$ cat src/rtl/parking_gate_arbiter.sv
// Shared entry/exit barrier sequencer with occupancy tracking.
// Define PARK_EXIT_PRIORITY_EN to let exit always win a tie instead of round-robin.
module parking_gate_arbiter #(
  parameter int CAPACITY     = 8,
  parameter int CNT_W        = 4,
  parameter int MOVE_CYCLES  = 4,
  parameter int PASS_TIMEOUT = 16
) (
  input  logic             clk,
  input  logic             reset,
  input  logic             entry_req,
  input  logic             exit_req,
  input  logic             pass_sensor,
  output logic             entry_grant,
  output logic             exit_grant,
  output logic             motor_up,
  output logic             motor_down,
  output logic             gate_open,
  output logic [CNT_W-1:0] occupancy,
  output logic             full,
  output logic             empty,
  output logic             busy
);

  localparam int TMAX  = (MOVE_CYCLES > PASS_TIMEOUT) ? MOVE_CYCLES : PASS_TIMEOUT;
  localparam int TMR_W = $clog2(TMAX) + 1;
  localparam logic [TMR_W-1:0] MOVE_LAST = TMR_W'(MOVE_CYCLES - 1);
  localparam logic [TMR_W-1:0] OPEN_LAST = TMR_W'(PASS_TIMEOUT - 1);
  localparam logic [CNT_W-1:0] CAP_VAL   = CNT_W'(CAPACITY);

  typedef enum logic [1:0] {IDLE, RAISE, OPEN, LOWER} state_t;
  typedef enum logic {DIR_ENTRY, DIR_EXIT} dir_t;

  state_t             state, state_next;
  dir_t               dir, dir_next, last_served, last_next;
  logic [TMR_W-1:0]   timer, timer_next;
  logic [CNT_W-1:0]   occ_next;
  logic               ent_ok, ext_ok, pick_exit;
  logic               entry_grant_next, exit_grant_next;

  assign full  = (occupancy == CAP_VAL);
  assign empty = (occupancy == '0);
  assign busy  = (state != IDLE);

  always_comb begin
    state_next       = state;
    dir_next         = dir;
    last_next        = last_served;
    timer_next       = timer;
    occ_next         = occupancy;
    entry_grant_next = 1'b0;
    exit_grant_next  = 1'b0;
    ent_ok           = entry_req & ~full;
    ext_ok           = exit_req & ~empty;
    pick_exit        = 1'b0;

    unique case (state)
      IDLE: begin
        timer_next = '0;
        if (ent_ok && ext_ok) begin
`ifdef PARK_EXIT_PRIORITY_EN
          pick_exit = 1'b1;
`else
          pick_exit = (last_served == DIR_ENTRY);
`endif
        end else begin
          pick_exit = ext_ok;
        end
        if (ent_ok || ext_ok) begin
          state_next       = RAISE;
          dir_next         = pick_exit ? DIR_EXIT : DIR_ENTRY;
          last_next        = pick_exit ? DIR_EXIT : DIR_ENTRY;
          entry_grant_next = ~pick_exit;
          exit_grant_next  = pick_exit;
        end
      end
      RAISE: begin
        if (timer == MOVE_LAST) begin
          state_next = OPEN;
          timer_next = '0;
        end else begin
          timer_next = timer + TMR_W'(1);
        end
      end
      OPEN: begin
        // A pass commits the occupancy change; saturation guards against
        // any path that slips past the eligibility check.
        if (pass_sensor) begin
          state_next = LOWER;
          timer_next = '0;
          if (dir == DIR_ENTRY) begin
            if (occupancy != CAP_VAL) occ_next = occupancy + CNT_W'(1);
          end else begin
            if (occupancy != '0) occ_next = occupancy - CNT_W'(1);
          end
        end else if (timer == OPEN_LAST) begin
          state_next = LOWER;
          timer_next = '0;
        end else begin
          timer_next = timer + TMR_W'(1);
        end
      end
      LOWER: begin
        if (timer == MOVE_LAST) begin
          state_next = IDLE;
          timer_next = '0;
        end else begin
          timer_next = timer + TMR_W'(1);
        end
      end
      default: state_next = IDLE;
    endcase
  end

  // Motor/gate outputs are registered from the next state so they line up with it.
  always_ff @(posedge clk) begin
    if (reset) begin
      state       <= IDLE;
      dir         <= DIR_ENTRY;
      last_served <= DIR_EXIT;
      timer       <= '0;
      occupancy   <= '0;
      entry_grant <= 1'b0;
      exit_grant  <= 1'b0;
      motor_up    <= 1'b0;
      motor_down  <= 1'b0;
      gate_open   <= 1'b0;
    end else begin
      state       <= state_next;
      dir         <= dir_next;
      last_served <= last_next;
      timer       <= timer_next;
      occupancy   <= occ_next;
      entry_grant <= entry_grant_next;
      exit_grant  <= exit_grant_next;
      motor_up    <= (state_next == RAISE);
      motor_down  <= (state_next == LOWER);
      gate_open   <= (state_next == OPEN);
    end
  end

endmodule

$ cat config.mk
export PLATFORM = sky130hd
export DESIGN_NAME = parking_gate_arbiter
export DESIGN_NICKNAME = d
export VERILOG_FILES = /design/src/rtl/parking_gate_arbiter.sv
export SDC_FILE = /design/constraint.sdc
export NUM_CORES = 1
export LEC_CHECK = 0
export ABC_AREA = 1
export CORE_ASPECT_RATIO = 1.25
export CORE_MARGIN = 2
export CORE_UTILIZATION = 35
export CTS_BUF_LIST = sky130_fd_sc_hd__clkbuf_2
export DETAILED_ROUTE_END_ITERATION = 6
export GPL_ROUTABILITY_DRIVEN = 1
export GPL_TIMING_DRIVEN = 0
export SLEW_MARGIN = 20
export SYNTH_ARGS = -nofsm -noshare
export SYNTH_HDL_FRONTEND = slang
export SYNTH_SLANG_ARGS = --single-unit
$ cat constraint.sdc
create_clock -name clk -period 1.6 [get_ports clk]
set_input_delay 0.24 -clock clk [delete_from_list [all_inputs] [get_ports clk]]
set_output_delay 0.24 -clock clk [all_outputs]
set_load 0.01 [all_outputs]
== After elaboration in Yosys (flattened, before gate mapping) ==
Index checks and enable logic that the tools add are counted.

* $add $sub $neg: 3
* Eq/ne operators: 11
* Muxes and demuxes: 16
* Bitwise gates (word level): 8
* Reductions and logical operators: 11

{| class="wikitable"
|+ Operators by type and width
! cell !! number
|-
| 5-bit two-way mux || 3
|-
| 5-bit case mux with 3 select lines || 1
|-
| 4-bit two-way mux || 3
|-
| 2-bit two-way mux || 5
|-
| 2-bit == test, second input constant || 4
|-
| 2-bit case mux with 4 select lines || 1
|-
| 1-bit inverter || 6
|-
| 5-bit by 1-bit adder with 5-bit output, second input constant || 1
|-
| 5-bit by 2-bit == test with 1-bit output, second input constant || 1
|-
| 5-bit by 4-bit == test with 1-bit output, second input constant || 1
|-
| 4-bit by 1-bit adder with 4-bit output, second input constant || 1
|-
| 2-bit by 1-bit == test with 1-bit output, second input constant || 2
|-
| 4-bit == test, second input constant || 1
|-
| 4-bit zero test || 1
|-
| 4-bit inequality test, second input constant || 1
|-
| 4-bit AND reduction || 1
|-
| 2-bit nonzero test || 2
|-
| 4-bit nonzero test || 1
|-
| 4-bit by 1-bit subtractor with 4-bit output, second input constant || 1
|-
| 1-bit two-way mux || 3
|-
| 3-bit OR reduction || 1
|-
| 1-bit AND || 2
|-
| 2-bit zero test || 1
|-
| 2-bit by 1-bit inequality test with 1-bit output, second input constant || 1
|-
| other kinds (4) || 4
|}

* Bits in registers: 18
* Bits of input ports: 5
* Output and inout port bits: 12
* Word-level logic and storage cells: 59

== Depth between registers and ports, before layout ==
* Word-level depth: 7
* Mapped depth: 10
* Mapped depth without buffers: 10

== Least setup slack after synthesis ==
Ideal clock, no wire load.

* Kind: register to register
* Start point: register timer[0]
* End point: register motor_up
* Setup time: 0.114 ns
* Arrival: 1.276 ns
* Data required time: 1.486 ns
* Slack: 0.211 ns
* Cell stages (with the launch flop): 11
* Clock period less this slack: 1.389 ns
* Cells stage by stage: dfxtp_1 ha_1 nand3_1 inv_1 ha_1 nor2_1 nor2_1 a21oi_1 nand2_2 nand2_2 nor2_1

* Longest elaborated chain between the ends: 5
* Elaborated cells between the ends (all ways): 8
* Those cells by class: eq/ne: 3; mux: 5

{| class="wikitable"
|+ Ends and longest elaborated chain
! what !! line !! source
|-
| from (decl) || 36 || <nowiki>logic [TMR_W-1:0] timer, timer_next;</nowiki>
|-
| from (signal assigned) || 132 || <nowiki>timer <= timer_next;</nowiki>
|-
| 5-bit by 4-bit == test with 1-bit output || 96 || <nowiki>end else if (timer == OPEN_LAST) begin</nowiki>
|-
| 2-bit two-way mux || 96 ||
|-
| 2-bit two-way mux || 88 || <nowiki>if (pass_sensor) begin</nowiki>
|-
| 2-bit case mux with 4 select lines (*) || 57 || <nowiki>unique case (state)</nowiki>
|-
| 2-bit by 1-bit == test with 1-bit output (*) || 136 || <nowiki>motor_up <= (state_next == RAISE);</nowiki>
|-
| to (signal assigned) || 136 ||
|-
| to (decl) || 16 || <nowiki>output logic motor_up,</nowiki>
|}

Every way passes the cells marked *; elsewhere a longest branch is shown, timed or not.
A chain may end at the register's enable or synchronous reset.

== Worst setup path in the final report ==
* Start point: register occupancy[0]
* End point: output port occupancy[0]

{| class="wikitable"
|+ RTL lines
! what !! line !! source
|-
| from (decl) || 19 || <nowiki>output logic [CNT_W-1:0] occupancy,</nowiki>
|-
| from (signal assigned) || 133 || <nowiki>occupancy <= occ_next;</nowiki>
|}

No word-level cell between the ends.

==> results.sh <==
export IMPL_syn_avg_cell_area_um2=7.39
export IMPL_dieArea_um2=2960
export IMPL_boundaryPins=17
export IMPL_internal_power_w=0.000545
export IMPL_syn_area_um2=887
export IMPL_syn_inst=120
export IMPL_core_area_um2=2430
export IMPL_ys_warn_count=0
export IMPL_power_net_switching_w=0.000176
export IMPL_final_common_cell="nand2_1"
export IMPL_max_freq_mhz=659
export IMPL_crit_slowest_cell="clkdlybuf4s50_1"
export IMPL_path_max_fanout=6
export IMPL_synth_cell_types=20
export IMPL_vdd_drop_max_mv=0.420
export IMPL_routed_wl_met2_um=847
export IMPL_wl_met3_um=56
export IMPL_grt_setup_unrepaired="false"
export IMPL_finClkSkew_ns=0.00567
export IMPL_worst_path_buf_inv=1
export IMPL_vias=786
export IMPL_p_seq_frac=0.641
export IMPL_routed_wl_mm=1.64
export IMPL_diodes=0
export IMPL_grt_pass1_wl_mm=3.01
export IMPL_endpoint_kind="output pin"
export IMPL_die_h_um=60.3
export IMPL_hp_class="primary input to flop"
export IMPL_fillCellCount=267
export IMPL_setup_viol=0
export IMPL_cts_root_buf="clkbuf_2"
export IMPL_path_class="flop to output pin"
export IMPL_drive_above_1_share=0.204
export IMPL_yosysSeqAreaShare=0.406
export IMPL_startpoint_type="flop"
export IMPL_post_place_ws_ns=0.0875
export IMPL_multi_input_area_um2=475
export IMPL_hold_viol_final=0
export IMPL_viasPerCell=4.49
export IMPL_pwr_density_cell_nw_per_um2=624
export IMPL_die_x_um=49.0
export IMPL_fin_crit_ns=1.52
export IMPL_antenna_found_initial=0
export IMPL_grt_total_usage=0.134
export IMPL_clkPwrFrac=0.259
export IMPL_ys_seq_elements=18
export IMPL_worst_slack_ns=0.0834
export IMPL_portBuffers=15
export IMPL_rows=20
export IMPL_syn_nets=131
export IMPL_initial_core_util=0.365
export IMPL_final_cells=175
export IMPL_cap_viol_max_count=0
export IMPL_drc=0
export IMPL_clock_latency_ns=0.29
export IMPL_dp_hpwl_mm=1.33
export IMPL_drt_met1_wl_um=698
export IMPL_place_inst=168
export IMPL_gp_congestion=0.810
export IMPL_crit_arrival_ns=1.28
export IMPL_status="finished clean"
export IMPL_required_ns=1.36
export IMPL_cts_sinks=18
export IMPL_syn2layout_area_growth_pct=30.3
export IMPL_path_cells="clkdlybuf4s50_1"
export IMPL_slowest_delay_ns=0.56
export IMPL_htreeDepth=1
export IMPL_switching_share=0.244
export IMPL_grt_max_degree=11
export IMPL_cts_made_buffers=3
export IMPL_slew_viol_final=0
export IMPL_path_clk_slew_ns=0.16
export IMPL_clock_path_buffers=2
export IMPL_p_leak_nw=0.539
export IMPL_slew_headroom=0.760
export IMPL_wl_per_cell_um=9.36
export IMPL_grt_ovfl_total=0
export IMPL_highest_layer="met4"
export IMPL_postRouteAntennaNets=0
export IMPL_cpLargestDelayFamily="buffers and inverters"
export IMPL_worst_pin_slew_ns=0.360
export IMPL_seq_area_um2=374
export IMPL_finalNetCount=154
export IMPL_dr_pass1_iters=2
export IMPL_timing_hold_ws_ns=0.296
export IMPL_fin_crit_sh=0.948
export IMPL_layout_common_cells="18 x nand2_1, 17 x inv_1, 16 x nor2_1"
export IMPL_combPwrFrac=0.100
export IMPL_finalPower_w=0.000721
export IMPL_drt_initial_drc_count=3
export IMPL_tritoncts="built"
export IMPL_grt_pass1_vias=752
power by group through the flow:
| stage | combinational, W | clock [W] | sequential [W] |
|---|---|---|---|
| 6_report | 0.0000722 | 0.000186 | 0.000462 |
| 5_1_grt | 0.0000814 | 0.000219 | 0.000464 |
| 4_1_cts | 0.0000663 | 0.000197 | 0.000463 |
| 3_5_place_dp | 0.0000647 | 0 | 0.000473 |
| 3_3_place_gp | 0.0000645 | 0 | 0.000473 |
| 2_1_floorplan | 0.0000352 | 0 | 0.000474 |
metal layers:
layer | vias to the layer above | global-route usage
met5 | - | 0
met4 | 0 | 0.0735
met3 | 5 | 0.0225
met2 | 12 | 0.268
met1 | 345 | 0.130
li1 | 424 | -
worst register-to-register path, cell delays in order, from the launching register on:
cell and delay [ns]:
dfxtp_2 0.36, ha_2 0.21, nand3_2 0.08, inv_1 0.04
ha_1 0.18, nor2_1 0.09, nor2_1 0.05, a21oi_1 0.15
nand2_2 0.09, nand2_2 0.07, inv_1 0.04
synthesized netlist by cell type, drive strengths merged:
cell,instances,share of area
nand4,1,0.0071
nor2,19,0.086
nor3,2,0.011
clkbuf,1,0.0042
nand2,28,0.15
xnor2,2,0.020
xor2,1,0.0099
dfxtp,18,0.41
a21oi,7,0.039
o22ai,1,0.0071
o31ai,1,0.0085
inv,18,0.076
fa,1,0.023
ha,5,0.071
nand3,12,0.068
o21ai,3,0.017
sequential cells by signal, indices dropped and copies added (netlist names):
| register | flops |
|---|---|
| timer | 5 |
| last_served | 1 |
| occupancy | 4 |
| motor_up | 1 |
| dir | 1 |
| entry_grant | 1 |
| state | 2 |
| motor_down | 1 |
| exit_grant | 1 |
| gate_open | 1 |
repair_timing:
item	CTS	global route
gates resized for setup	12	6
setup buffers	1	2
hold buffers	0	0
pin swaps	1	1
endpoints found under the setup margin	3	7
metrics by stage:
| step | cell area [um^2] | setup TNS [ns] | utilization |
|---|---|---|---|
| 2_1_floorplan | 887 | 0 | - |
| 3_3_place_gp | 1080 | 0 | 0.444 |
| 3_5_place_dp | 1080 | 0 | 0.444 |
| 4_1_cts | 1120 | -0.0356 | 0.463 |
| 5_1_grt | 1160 | 0 | 0.476 |
| 6_report | 1160 | 0 | 0.476 |
final cells by class:
cell class | count | share of cell area
clock inverter | 1 | 0.00325
sequential | 18 | 0.324
clock buffer | 3 | 0.0130
buffer | 1 | 0.00325
inverter | 18 | 0.0584
multi-input combinational | 83 | 0.411
tap | 33 | 0.0357
timing repair buffer | 18 | 0.152
final timing paths:
kind / from / end / slack [ns] / cells after the start
worst min-delay path: reset / exit_grant$_SDFF_PP0_ / 0.30 / 2
worst max register to register: timer[0]$_SDFF_PP0_ / state[0]$_SDFF_PP0_ / 0.15 / 10
worst max-delay path: occupancy[0]$_SDFFE_PP0P_ / occupancy[0] / 0.08 / 1
worst min register to register: timer[0]$_SDFF_PP0_ / timer[0]$_SDFF_PP0_ / 0.43 / 1
kinds of logic (layout without fill, tap and decap cells):
logic type	Yosys count	after routing	share of synthesized area
flip-flops	18	18	0.406
AND/OR/NAND/NOR	62	62	0.319
adder cells (fa/ha/maj)	6	6	0.0931
XOR/XNOR	3	3	0.0296
AO/OA/AOI/OAI	12	12	0.0719
buffers and inverters	19	41	0.0804
No activity file was read; power rests on OpenSTA's default activity.
